===== src/rtl/mem_arbiter.sv =====
// Arbitrates one physical memory port between an instruction-fetch requester
// and a data requester; one device access in flight, data favoured, bounded fairness.
module mem_arbiter #(
  parameter int STARVE_LIMIT = 4
) (
  input  logic        clk,
  input  logic        rst,
  input  logic        instr_req,
  input  logic [31:0] instr_addr,
  output logic [31:0] instr_rdata,
  output logic        instr_ack,
  input  logic        data_req,
  input  logic        data_is_write,
  input  logic [31:0] data_addr,
  input  logic [31:0] data_wdata,
  output logic [31:0] data_rdata,
  output logic        data_ack,
  output logic        arb_busy,
  output logic        dev_mem_req,
  output logic [31:0] dev_mem_addr,
  output logic        dev_mem_is_write,
  output logic [31:0] dev_mem_data_out,
  input  logic [31:0] dev_mem_data_in,
  input  logic        dev_mem_busy,
  output logic [1:0]  dbg_state_o,
  output logic [3:0]  dbg_starve_cnt_o
);

  // Handshake: a requester raises req and holds it (with stable attributes)
  // until its one-cycle ack; inputs are only sampled in IDLE, and a req still
  // high in IDLE after the ack is treated as a fresh request.

  typedef enum logic [1:0] {
    IDLE   = 2'd0,
    ACCESS = 2'd1,
    DONE   = 2'd2
  } state_e;

  localparam logic [3:0] LIMIT = 4'(STARVE_LIMIT);

  state_e      state_q, state_d;
  logic [3:0]  starve_q, starve_d;
  logic        owner_q, owner_d;          // 1 = data port owns the access
  logic [31:0] addr_q, addr_d;
  logic        is_write_q, is_write_d;
  logic [31:0] wdata_q, wdata_d;
  logic [31:0] instr_rdata_q, instr_rdata_d;
  logic [31:0] data_rdata_q, data_rdata_d;

  always_ff @(posedge clk or posedge rst) begin
    if (rst) begin
      state_q       <= IDLE;
      starve_q      <= 4'd0;
      owner_q       <= 1'b0;
      addr_q        <= 32'd0;
      is_write_q    <= 1'b0;
      wdata_q       <= 32'd0;
      instr_rdata_q <= 32'd0;
      data_rdata_q  <= 32'd0;
    end else begin
      state_q       <= state_d;
      starve_q      <= starve_d;
      owner_q       <= owner_d;
      addr_q        <= addr_d;
      is_write_q    <= is_write_d;
      wdata_q       <= wdata_d;
      instr_rdata_q <= instr_rdata_d;
      data_rdata_q  <= data_rdata_d;
    end
  end

  always_comb begin
    state_d       = state_q;
    starve_d      = starve_q;
    owner_d       = owner_q;
    addr_d        = addr_q;
    is_write_d    = is_write_q;
    wdata_d       = wdata_q;
    instr_rdata_d = instr_rdata_q;
    data_rdata_d  = data_rdata_q;
    case (state_q)
      IDLE: begin
        // Data wins unless the waiting fetch has already been passed LIMIT times.
        if (data_req && (!instr_req || (starve_q < LIMIT))) begin
          state_d    = ACCESS;
          owner_d    = 1'b1;
          addr_d     = data_addr;
          is_write_d = data_is_write;
          wdata_d    = data_is_write ? data_wdata : 32'd0;
          if (instr_req) begin
            starve_d = (starve_q >= LIMIT) ? LIMIT : starve_q + 4'd1;
          end else begin
            starve_d = 4'd0;
          end
        end else if (instr_req) begin
          state_d    = ACCESS;
          owner_d    = 1'b0;
          addr_d     = instr_addr;
          is_write_d = 1'b0;
          wdata_d    = 32'd0;
          starve_d   = 4'd0;
        end
      end
      ACCESS: begin
        if (!dev_mem_busy) begin
          state_d = DONE;
          if (!is_write_q) begin
            if (owner_q) begin
              data_rdata_d = dev_mem_data_in;
            end else begin
              instr_rdata_d = dev_mem_data_in;
            end
          end
        end
      end
      DONE: begin
        state_d = IDLE;
      end
      default: begin
        state_d = IDLE;
      end
    endcase
  end

  // Outputs decode straight from registers so reset removes them immediately.
  assign arb_busy         = (state_q != IDLE);
  assign dev_mem_req      = (state_q == ACCESS);
  assign instr_ack        = (state_q == DONE) && !owner_q;
  assign data_ack         = (state_q == DONE) && owner_q;
  assign dev_mem_addr     = addr_q;
  assign dev_mem_is_write = is_write_q;
  assign dev_mem_data_out = wdata_q;
  assign instr_rdata      = instr_rdata_q;
  assign data_rdata       = data_rdata_q;
  assign dbg_state_o      = state_q;
  assign dbg_starve_cnt_o = starve_q;

endmodule


===== config.mk =====
export PLATFORM = sky130hd
export DESIGN_NAME = mem_arbiter
export DESIGN_NICKNAME = d
export VERILOG_FILES = /design/src/rtl/mem_arbiter.sv
export SDC_FILE = /design/constraint.sdc
export NUM_CORES = 1
export LEC_CHECK = 0
export ABC_AREA = 1
export CORE_ASPECT_RATIO = 1.1
export CORE_MARGIN = 3
export CORE_UTILIZATION = 25
export CTS_BUF_LIST = sky130_fd_sc_hd__clkbuf_16
export DETAILED_ROUTE_END_ITERATION = 8
export GPL_ROUTABILITY_DRIVEN = 0
export SYNTH_ARGS = -nofsm -noshare
export SYNTH_HDL_FRONTEND = slang
export SYNTH_SLANG_ARGS = --single-unit

===== constraint.sdc =====
create_clock -name clk -period 4.3 [get_ports clk]
set_input_delay 0.43 -clock clk [delete_from_list [all_inputs] [get_ports clk]]
set_output_delay 0.43 -clock clk [all_outputs]
set_load 0.02 [all_outputs]

==> results of run 1 <==
sequential cells by signal, indices dropped and copies added (netlist names):
name	cells
owner_q	1
dbg_state_o	2
instr_rdata	32
dev_mem_addr	32
data_rdata	32
dev_mem_data_out	32
dbg_starve_cnt_o	4
dev_mem_is_write	1
per-layer routing:
layer  up-vias  track usage  share of wire
met3        14      0.04831          0.089
met1      2613       0.1926           0.45
met5         -            0        0.00025
met4         2      0.04340         0.0090
li1       2852            -              -
met2       242       0.2344           0.46
cell type report:
cell class | instances | area share
Clock buffer | 17 | 0.04376
Clock inverter | 15 | 0.01841
Inverter | 108 | 0.04222
Multi-Input combinational cell | 478 | 0.2193
Sequential cell | 136 | 0.3501
Tap cell | 310 | 0.03990
Timing Repair Buffer | 280 | 0.2863
layout by cell type (no fill, tap or decap), types with 3 or more instances in the layout:
cell	count
sky130_fd_sc_hd__nand3_1	64
sky130_fd_sc_hd__inv_6	8
sky130_fd_sc_hd__o21ai_0	3
sky130_fd_sc_hd__dfrtp_1	136
sky130_fd_sc_hd__clkbuf_16	17
sky130_fd_sc_hd__buf_4	8
sky130_fd_sc_hd__nor2_1	37
sky130_fd_sc_hd__o21ai_1	42
sky130_fd_sc_hd__inv_8	3
sky130_fd_sc_hd__inv_1	106
sky130_fd_sc_hd__clkdlybuf4s50_1	272
sky130_fd_sc_hd__o21ai_2	23
sky130_fd_sc_hd__nand2_1	298
worst max-delay path, stage by stage (launching register included):
cell                      delay (ns)
sky130_fd_sc_hd__dfrtp_1        0.47
sky130_fd_sc_hd__o21ai_4        0.73
sky130_fd_sc_hd__nand2_2        0.51
sky130_fd_sc_hd__buf_4          0.41
sky130_fd_sc_hd__nand2_1        0.10
sky130_fd_sc_hd__nand3_1        0.07
sky130_fd_sc_hd__nand2_1        0.10
power groups by stage:
stage | Clock, mW | Sequential, mW | Combinational [mW]
5_1_grt | 1.63 | 2.21 | 3.36
3_5_place_dp | 0 | 2.15 | 3.13
3_3_place_gp | 0 | 2.14 | 3.12
6_report | 1.52 | 2.14 | 3.09
2_1_floorplan | 0 | 2.78 | 0.991
4_1_cts | 1.57 | 2.14 | 3.14
kinds of logic (layout without fill, tap and decap cells):
kind of cell,Yosys count,in the layout,synth area share
AO/OA/AOI/OAI,70,70,0.07239
buffers and inverters,153,420,0.1141
AND/OR/NAND/NOR,407,407,0.2661
flip-flops,136,136,0.5454
adder cells (fa/ha/maj),1,1,0.002005
final timing paths:
| path | end | slack, ns |
|---|---|---|
| worst max-delay path | dev_mem_addr[3]$_DFFE_PP0P_ | 1.83 |
| worst min-delay path | dev_mem_data_out[20]$_DFFE_PP0P_ | 0.48 |
| worst max register to register | dev_mem_addr[3]$_DFFE_PP0P_ | 1.83 |
| worst min register to register | dev_mem_data_out[20]$_DFFE_PP0P_ | 0.48 |
| max in group asynchronous | dbg_starve_cnt_o[1]$_DFFE_PP0P_ | 2.83 |
| min in group asynchronous | data_rdata[18]$_DFFE_PP0P_ | 0.57 |
per-stage QoR:
stage / instance area [um^2] / std cells
6_report: 9721 / 1344
5_1_grt: 9721 / 1344
4_1_cts: 9721 / 1344
3_5_place_dp: 9116 / 1312
3_3_place_gp: 9116 / 1312
2_1_floorplan: 6240 / 767
==> flow_summary.toml, run 1 <==
[setup_path]
crit_path_end_kind = "flip-flop"
setup.worst_path.class = "flip-flop to flip-flop"
launching_point_of_the_worst_reg2reg_path = "dbg_starve_cnt_o[2]$_DFFE_PP0P_"
worst_setup_path_startpoint = "dbg_starve_cnt_o[2]$_DFFE_PP0P_"
worst_r2r_path_depth = 6
cp.required_ns = 4.65
crit_arrival_ns = 2.82
critical_path_peak_fanout = 33
crit_start_category = "flip-flop"

[floorplan]
chip_width_um = 156.6
die_area_mm2 = 0.02689
die_height_um = 171.7
io-pin-count = 273
floorplan.core_area_mm2 = 0.02447
starting_utilization_of_the_core_area = 0.2550
placementRows = 60

[yosys]
synthDistinctLibCells = 21
top_area_cell_type_share_of_the_netlist_area = 0.5454
synth_area_leaders = "sky130_fd_sc_hd__dfrtp_1, sky130_fd_sc_hd__nand2_1, sky130_fd_sc_hd__inv_1, sky130_fd_sc_hd__nand3_1, sky130_fd_sc_hd__o21ai_1"
yosys_warnings = 0
syn-cell-area_mm2 = 0.006240
synth-edff-count = 0
post_synth.cell_area_avg_um2 = 8.135
seq_area_frac_synth = 0.5454
yosys_register_bits = 136
count_leader_synth = "sky130_fd_sc_hd__nand2_1"
netlist_instances = 767
yosys_most_used_dff = "sky130_fd_sc_hd__dfrtp_1"
synth_top_area_cell = "sky130_fd_sc_hd__dfrtp_1"
async_reset_ff_frac = 1.000
syn_nets = 902
synth_common_cells = "sky130_fd_sc_hd__nand2_1, sky130_fd_sc_hd__dfrtp_1, sky130_fd_sc_hd__inv_1, sky130_fd_sc_hd__nand3_1, sky130_fd_sc_hd__o21ai_1"

[routing]
avg_vias_per_cell = 4.258
drt_first_pass_iters = 4
drc = 0
dr.first_iter.drc_count = 277
overall_routed_net_length_um = 20110
route.detailed.wl_per_inst_um = 14.96
postRouteAntennaNets = 0
dr_total_vias = 5723

[clock_tree]
post_cts_setup_repair_bufs = 0
cts_htree_levels = 4
cts.hold.buffers_added = 0
cts_tree = "yes"
clock_tree.buffer_depth = 2
cts.repair.resized = 0
cts_made_buffers = 17
worst_skew_pair.late_latency_ns = 0.42
path_clk_slew_ns = 0.07
clock-root-buffer = "sky130_fd_sc_hd__clkbuf_16"
cts.sink_count = 136

[sta]
timing.fmax_mhz = 404.8
hold_ws_ns = 0.4781
setup-tns-final_ns = 0
grt_setup_unrepaired = "false"
clock_skew_ns = 0.01136
setup_violations = 0
report.final.slew_viol_count = 0
period_needed_ns = 2.470
tightestPinTransition_ns = 1.044
hold_viol = 0
timing.slew.headroom = 0.3030
min_period_over_period = 0.5744
finalWorstSetupSlack_ns = 1.830

[place]
count_of_input_and_output_buffers = 272
dpl.hpwl_um = 14240
dp_worst_setup_slack_ns = 1.573

[layout]
nNetsFinal = 1156
post-route-util = 0.3972
antennaDiodeCount = 0
drive_gt1_frac = 0.06867
area_delta_synth_final_pct = 55.79
ff_latch_area_mm2 = 0.003403
total_area_of_multi_input_combinational_cells_mm2 = 0.002132
filler_cell_count = 2505

[power]
p_sw_frac = 0.3969
power_switching_mw = 2.677
vdd.ir_drop.worst_mv = 0.2999
clock_power_share = 0.226
design_power_total_mw = 6.745
cell_int_power_mw = 4.068
power_density_mw_per_mm2 = 693.9
power.combinational.fraction = 0.458
leakage_nw = 4.802
p_seq_frac = 0.317

[run]
cap_viol_max_count = 0

[global_routing]
grt_usage = 0.1476
via_count_of_the_first_global_routing_pass = 5493
initial_antenna_violation_count = 0
grt_start_max_net_pins = 92
grt_pass1_wl_um = 30990
globalRouteOverflowTotal = 0

[status]
outcome = "completed"

[worst_hold_path]
hold_depth = 2
worstHoldStart = "dev_mem_data_out[20]$_DFFE_PP0P_"
hp-class = "flip-flop to flip-flop"
Note: power is estimated with default switching activity, not from simulation.
==> run 2: changes to the inputs <==
==> constraint.sdc (replaced) <==
create_clock -name clk -period 2.13 [get_ports clk]
set_input_delay 0.213 -clock clk [delete_from_list [all_inputs] [get_ports clk]]
set_output_delay 0.213 -clock clk [all_outputs]
set_load 0.02 [all_outputs]
==> flow_summary.toml, run 2 (synthesis gave the netlist of run 1 again) <==
[setup_path]
launching_point_of_the_worst_reg2reg_path = "dbg_state_o[1]$_DFFE_PP0P_"
critical-path-slowest-cell = "sky130_fd_sc_hd__clkdlybuf4s50_1"
worst-r2r-setup-slack_ns = 0.53
worst_setup_path_startpoint = "dbg_state_o[0]$_DFFE_PP0P_"
crit_arrival_ns = 1.79
crit_path_end_kind = "primary output"
crit_start_category = "flip-flop"
critPathCapture = "dev_mem_req"
worstSetupPathDepth = 3
cp.required_ns = 1.92
path_cells = "inv_1 -> nor2_4 -> clkdlybuf4s50_1"
worst_r2r_path_depth = 7
r2r_end = "dev_mem_data_out[25]$_DFFE_PP0P_"
setup.worst_path.class = "flip-flop to primary output"
path_buf_inv = 2
critical_path.max_stage_delay_ns = 0.66
critical_path_peak_fanout = 5
crit_family = "buffers and inverters"

[routing]
dr_total_vias = 5686
dr.first_iter.drc_count = 251
avg_vias_per_cell = 4.212
drt_first_pass_iters = 4
route.detailed.wl_per_inst_um = 14.35
drc = 0
overall_routed_net_length_um = 19370
postRouteAntennaNets = 0

[layout]
antennaDiodeCount = 0
area_delta_synth_final_pct = 59.11
nNetsFinal = 1163
final_cell_mix = "sky130_fd_sc_hd__nand2_1, sky130_fd_sc_hd__clkdlybuf4s50_1, sky130_fd_sc_hd__dfrtp_1, sky130_fd_sc_hd__inv_1, sky130_fd_sc_hd__nand3_1"
mostFrequentLayoutCell = "sky130_fd_sc_hd__nand2_1"
post-route-util = 0.4057
drive_gt1_frac = 0.07404

[clock_tree]
clock-root-buffer = "sky130_fd_sc_hd__clkbuf_16"
cts_htree_levels = 4
path_clk_slew_ns = 0.06
cts_tree = "yes"
worst_skew_pair.late_latency_ns = 0.41
cts_made_buffers = 17
cts.sink_count = 136
clock_tree.buffer_depth = 2

[power]
power_density_mw_per_mm2 = 1402
leakage_nw = 4.916
vdd.ir_drop.worst_mv = 0.5170

[place]
dpl.hpwl_um = 13990
count_of_input_and_output_buffers = 272

[global_routing]
grt_usage = 0.1425
globalRouteOverflowTotal = 0
grt_pass1_wl_um = 30020
via_count_of_the_first_global_routing_pass = 5397
grt_start_max_net_pins = 90
initial_antenna_violation_count = 0

[sta]
tightestPinTransition_ns = 0.5184
min_period_over_period = 0.9409
timing.slew.headroom = 0.6544
report.final.slew_viol_count = 0
timing.fmax_mhz = 499.0
period_needed_ns = 2.004
clock_skew_ns = 0.006274
setup-tns-final_ns = 0
hold_viol = 0
setup_violations = 0
grt_setup_unrepaired = "false"

[floorplan]
placementRows = 60
die_area_mm2 = 0.02689
die_height_um = 171.7
floorplan.core_area_mm2 = 0.02447
chip_width_um = 156.6
starting_utilization_of_the_core_area = 0.2550
io-pin-count = 273

[run]
cap_viol_max_count = 0

[status]
outcome = "completed"

[worst_hold_path]
hp-class = "input port to asynchronous set/reset pin"
-- run 2: cell types whose count changed in the layout (fill, tap and decap cells not counted), sizes merged --
cell / previous run / this run
inv: 118 / 111
clkdlybuf4s50: 272 / 271
buf: 8 / 15
bufinv: 2 / 5
dlymetal6s2s: 0 / 1
clkinv: 1 / 4
-- run 2: metal layers --
| metal | GRT usage | routed length (um) |
|---|---|---|
| met5 | 0 | 0 |
| met1 | 0.1825 | 8370 |
| met4 | 0.04644 | 277 |
| met3 | 0.05511 | 2132 |
| met2 | 0.2218 | 8592 |
-- run 2: metrics by stage --
stage	hold slack [ns]	total power [mW]	cells	setup WS [ns]	cell area [um^2]
CTS	0.2473	14.16	1350	0.01978	9926
global placement	0.4617	10.75	1319	0.3716	9280
floorplan	0.2793	7.611	767	0.2239	6243
finish	0.2489	13.92	1350	0.1259	9928
global route	0.2719	14.86	1350	0.02702	9928
detailed placement	0.4655	10.79	1319	0.3250	9280
-- run 2: final cells by class --
cell class | instances | area [um^2]
Clock buffer | 17 | 425.4
Clock inverter | 14 | 220.2
Fill cell | 2443 | 14550
Inverter | 108 | 409.1
Multi-Input combinational cell | 478 | 2132
Sequential cell | 136 | 3403
Tap cell | 310 | 387.9
Timing Repair Buffer | 287 | 2950
-- run 2: worst reg2reg max path: stages, from the launching register on --
cell and delay [ns]:
sky130_fd_sc_hd__dfrtp_1 0.46, sky130_fd_sc_hd__nor2_1 0.14, sky130_fd_sc_hd__buf_4 0.17, sky130_fd_sc_hd__o21ai_4 0.08, sky130_fd_sc_hd__inv_2 0.21, sky130_fd_sc_hd__buf_4 0.30, sky130_fd_sc_hd__nand2_1 0.12, sky130_fd_sc_hd__nand2_1 0.07
-- run 2: how the worst min path moves through the flow --
| stage | depth (start not counted) | to |
|---|---|---|
| finish | 3 | dev_mem_data_out[23]$_DFFE_PP0P_ |
| global route | 3 | dev_mem_data_out[23]$_DFFE_PP0P_ |
| CTS | 3 | dev_mem_data_out[23]$_DFFE_PP0P_ |
| detailed placement | 2 | dev_mem_data_out[26]$_DFFE_PP0P_ |
| global placement | 2 | dev_mem_data_out[31]$_DFFE_PP0P_ |
| floorplan | 1 | dbg_state_o[1]$_DFFE_PP0P_ |
-- run 2: where the power goes --
part,internal [mW],switching (mW)
Clock,2.09,1.17
Combinational,2.88,3.47
Sequential,3.68,0.646
Total,8.64,5.28
-- run 2: what timing repair did --
action / 4_1_cts / 5_1_grt
buffers inserted: 0 / 0
resized for setup: 0 / 1
setup endpoints to repair: 0 / 1
hold buffers: 0 / 0
==> run 3: changes to the inputs <==
--- a/config.mk
+++ b/config.mk
@@ -8,10 +8,11 @@
 export ABC_AREA = 1
 export CORE_ASPECT_RATIO = 1.1
 export CORE_MARGIN = 3
-export CORE_UTILIZATION = 25
-export CTS_BUF_LIST = sky130_fd_sc_hd__clkbuf_16
+export CORE_UTILIZATION = 35
+export CTS_BUF_LIST = sky130_fd_sc_hd__clkbuf_8
 export DETAILED_ROUTE_END_ITERATION = 8
 export GPL_ROUTABILITY_DRIVEN = 0
+export PLACE_DENSITY = 0.71
 export SYNTH_ARGS = -nofsm -noshare
 export SYNTH_HDL_FRONTEND = slang
 export SYNTH_SLANG_ARGS = --single-unit
==> flow_summary.toml, run 3 (synthesis gave the netlist of run 1 again) <==
[layout]
fin_cells = 1274
final_cell_mix = "sky130_fd_sc_hd__nand2_1, sky130_fd_sc_hd__clkdlybuf4s50_1, sky130_fd_sc_hd__dfrtp_1, sky130_fd_sc_hd__inv_1, sky130_fd_sc_hd__nand3_1"
mostFrequentLayoutCell = "sky130_fd_sc_hd__nand2_1"
area_delta_synth_final_pct = 54.16
antennaDiodeCount = 0
nNetsFinal = 1162
drive_gt1_frac = 0.07404

[routing]
dr_total_vias = 5651
overall_routed_net_length_um = 18080
dr.first_iter.drc_count = 247
route.detailed.wl_per_inst_um = 14.19
postRouteAntennaNets = 0
drc = 0
avg_vias_per_cell = 4.436
drt_first_pass_iters = 4

[place]
placedCellCount = 1241
dpl.hpwl_um = 13120
count_of_input_and_output_buffers = 272

[clock_tree]
worst_skew_pair.late_latency_ns = 0.45
cts_made_buffers = 17
clock_tree.buffer_depth = 2
cts_tree = "yes"
clock-root-buffer = "sky130_fd_sc_hd__clkbuf_8"
path_clk_slew_ns = 0.09
cts_htree_levels = 4
cts.sink_count = 136
post_cts_setup_repair_bufs = 0

[worst_hold_path]
hp-class = "input port to flip-flop"

[global_routing]
globalRouteOverflowTotal = 0
via_count_of_the_first_global_routing_pass = 5531
grt_usage = 0.1857
grt_start_max_net_pins = 111
grt_pass1_wl_um = 28980
initial_antenna_violation_count = 0

[setup_path]
critical_path.max_stage_delay_ns = 0.58
cp.required_ns = 1.92
critical_path_peak_fanout = 5
crit_path_end_kind = "primary output"
crit_arrival_ns = 1.82
setup.worst_path.class = "flip-flop to primary output"
crit_start_category = "flip-flop"
path_cells = "nor2_2 -> inv_1 -> clkdlybuf4s50_1"
critical-path-slowest-cell = "sky130_fd_sc_hd__clkdlybuf4s50_1"

[sta]
tightestPinTransition_ns = 0.5880
period_needed_ns = 2.034
setup-tns-final_ns = 0
timing.slew.headroom = 0.6080
hold_viol = 0
setup_violations = 0
grt_setup_unrepaired = "true"
timing.fmax_mhz = 491.6
min_period_over_period = 0.9550
report.final.slew_viol_count = 0
clock_skew_ns = 0.01467

[floorplan]
chip_width_um = 133.3
placementRows = 50
starting_utilization_of_the_core_area = 0.3614
die_height_um = 146.0
die_area_mm2 = 0.01947
io-pin-count = 273
floorplan.core_area_mm2 = 0.01727

[run]
cap_viol_max_count = 0

[power]
leakage_nw = 4.819
vdd.ir_drop.worst_mv = 0.6203
power_density_mw_per_mm2 = 1363
design_power_total_mw = 13.11

[status]
outcome = "completed"
==> run 3: final cells by class <==
type	count	area, um^2
Fill cell	1664	7647
Sequential cell	136	3403
Timing Repair Buffer	286	2907
Multi-Input combinational cell	478	2140
Inverter	108	409.1
Tap cell	234	292.8
Clock buffer	18	247.7
Clock inverter	14	220.2
==> run 3: path summary, 6_finish.rpt <==
| kind | from | to | slack, ns | depth (start not counted) |
|---|---|---|---|---|
| worst min-delay path | dev_mem_data_in[7] | instr_rdata[7]$_DFFE_PP0P_ | 0.34 | 3 |
| worst max register to register | dbg_state_o[0]$_DFFE_PP0P_ | data_rdata[19]$_DFFE_PP0P_ | 0.49 | 6 |
| min in group asynchronous | rst | dev_mem_data_out[15]$_DFFE_PP0P_ | 0.55 | 3 |
| worst max-delay path | dbg_state_o[0]$_DFFE_PP0P_ | arb_busy | 0.1 | 3 |
| worst min register to register | dev_mem_data_out[1]$_DFFE_PP0P_ | dev_mem_data_out[1]$_DFFE_PP0P_ | 0.48 | 2 |
| max in group asynchronous | rst | dev_mem_addr[1]$_DFFE_PP0P_ | 0.80 | 4 |
==> run 3: worst max-delay path, delay by kind of cell, from the launching register on <==
kind                   cells  cell delay, ns
buffers and inverters      2            0.66
AND/OR/NAND/NOR            1            0.28
flip-flops                 1            0.44
==> run 3: timing repair <==
item,in CTS,in global routing
setup endpoints to repair,2,2
gates resized for setup,3,1
hold buffers,1,0
endpoints found under the hold margin,2,0
pin swaps,0,0
==> run 3: power by group <==
| part | internal [mW] | switching [mW] |
|---|---|---|
| Combinational | 2.85 | 3.44 |
| Clock | 1.44 | 1.05 |
| Sequential | 3.67 | 0.655 |
==> run 3: metal layers <==
layer	vias up	part of all wire	GRT usage
li1	2848	-	-
met1	2542	0.42	0.2294
met2	244	0.46	0.2973
met3	17	0.11	0.08339
met4	0	0.010	0.04938
met5	-	0	0
==> run 3: stage by stage <==
stage	worst slack [ns]	hold slack [ns]	utilization	area, um^2
finish	0.09592	0.3392	0.5571	9619
CTS	0.05574	0.3113	0.5570	9617
floorplan	0.2239	0.2793	-	6243
global route	-0.03655	0.3221	0.5571	9619
global placement	0.3622	0.4589	0.5289	9133
detailed placement	0.3398	0.4637	0.5289	9133
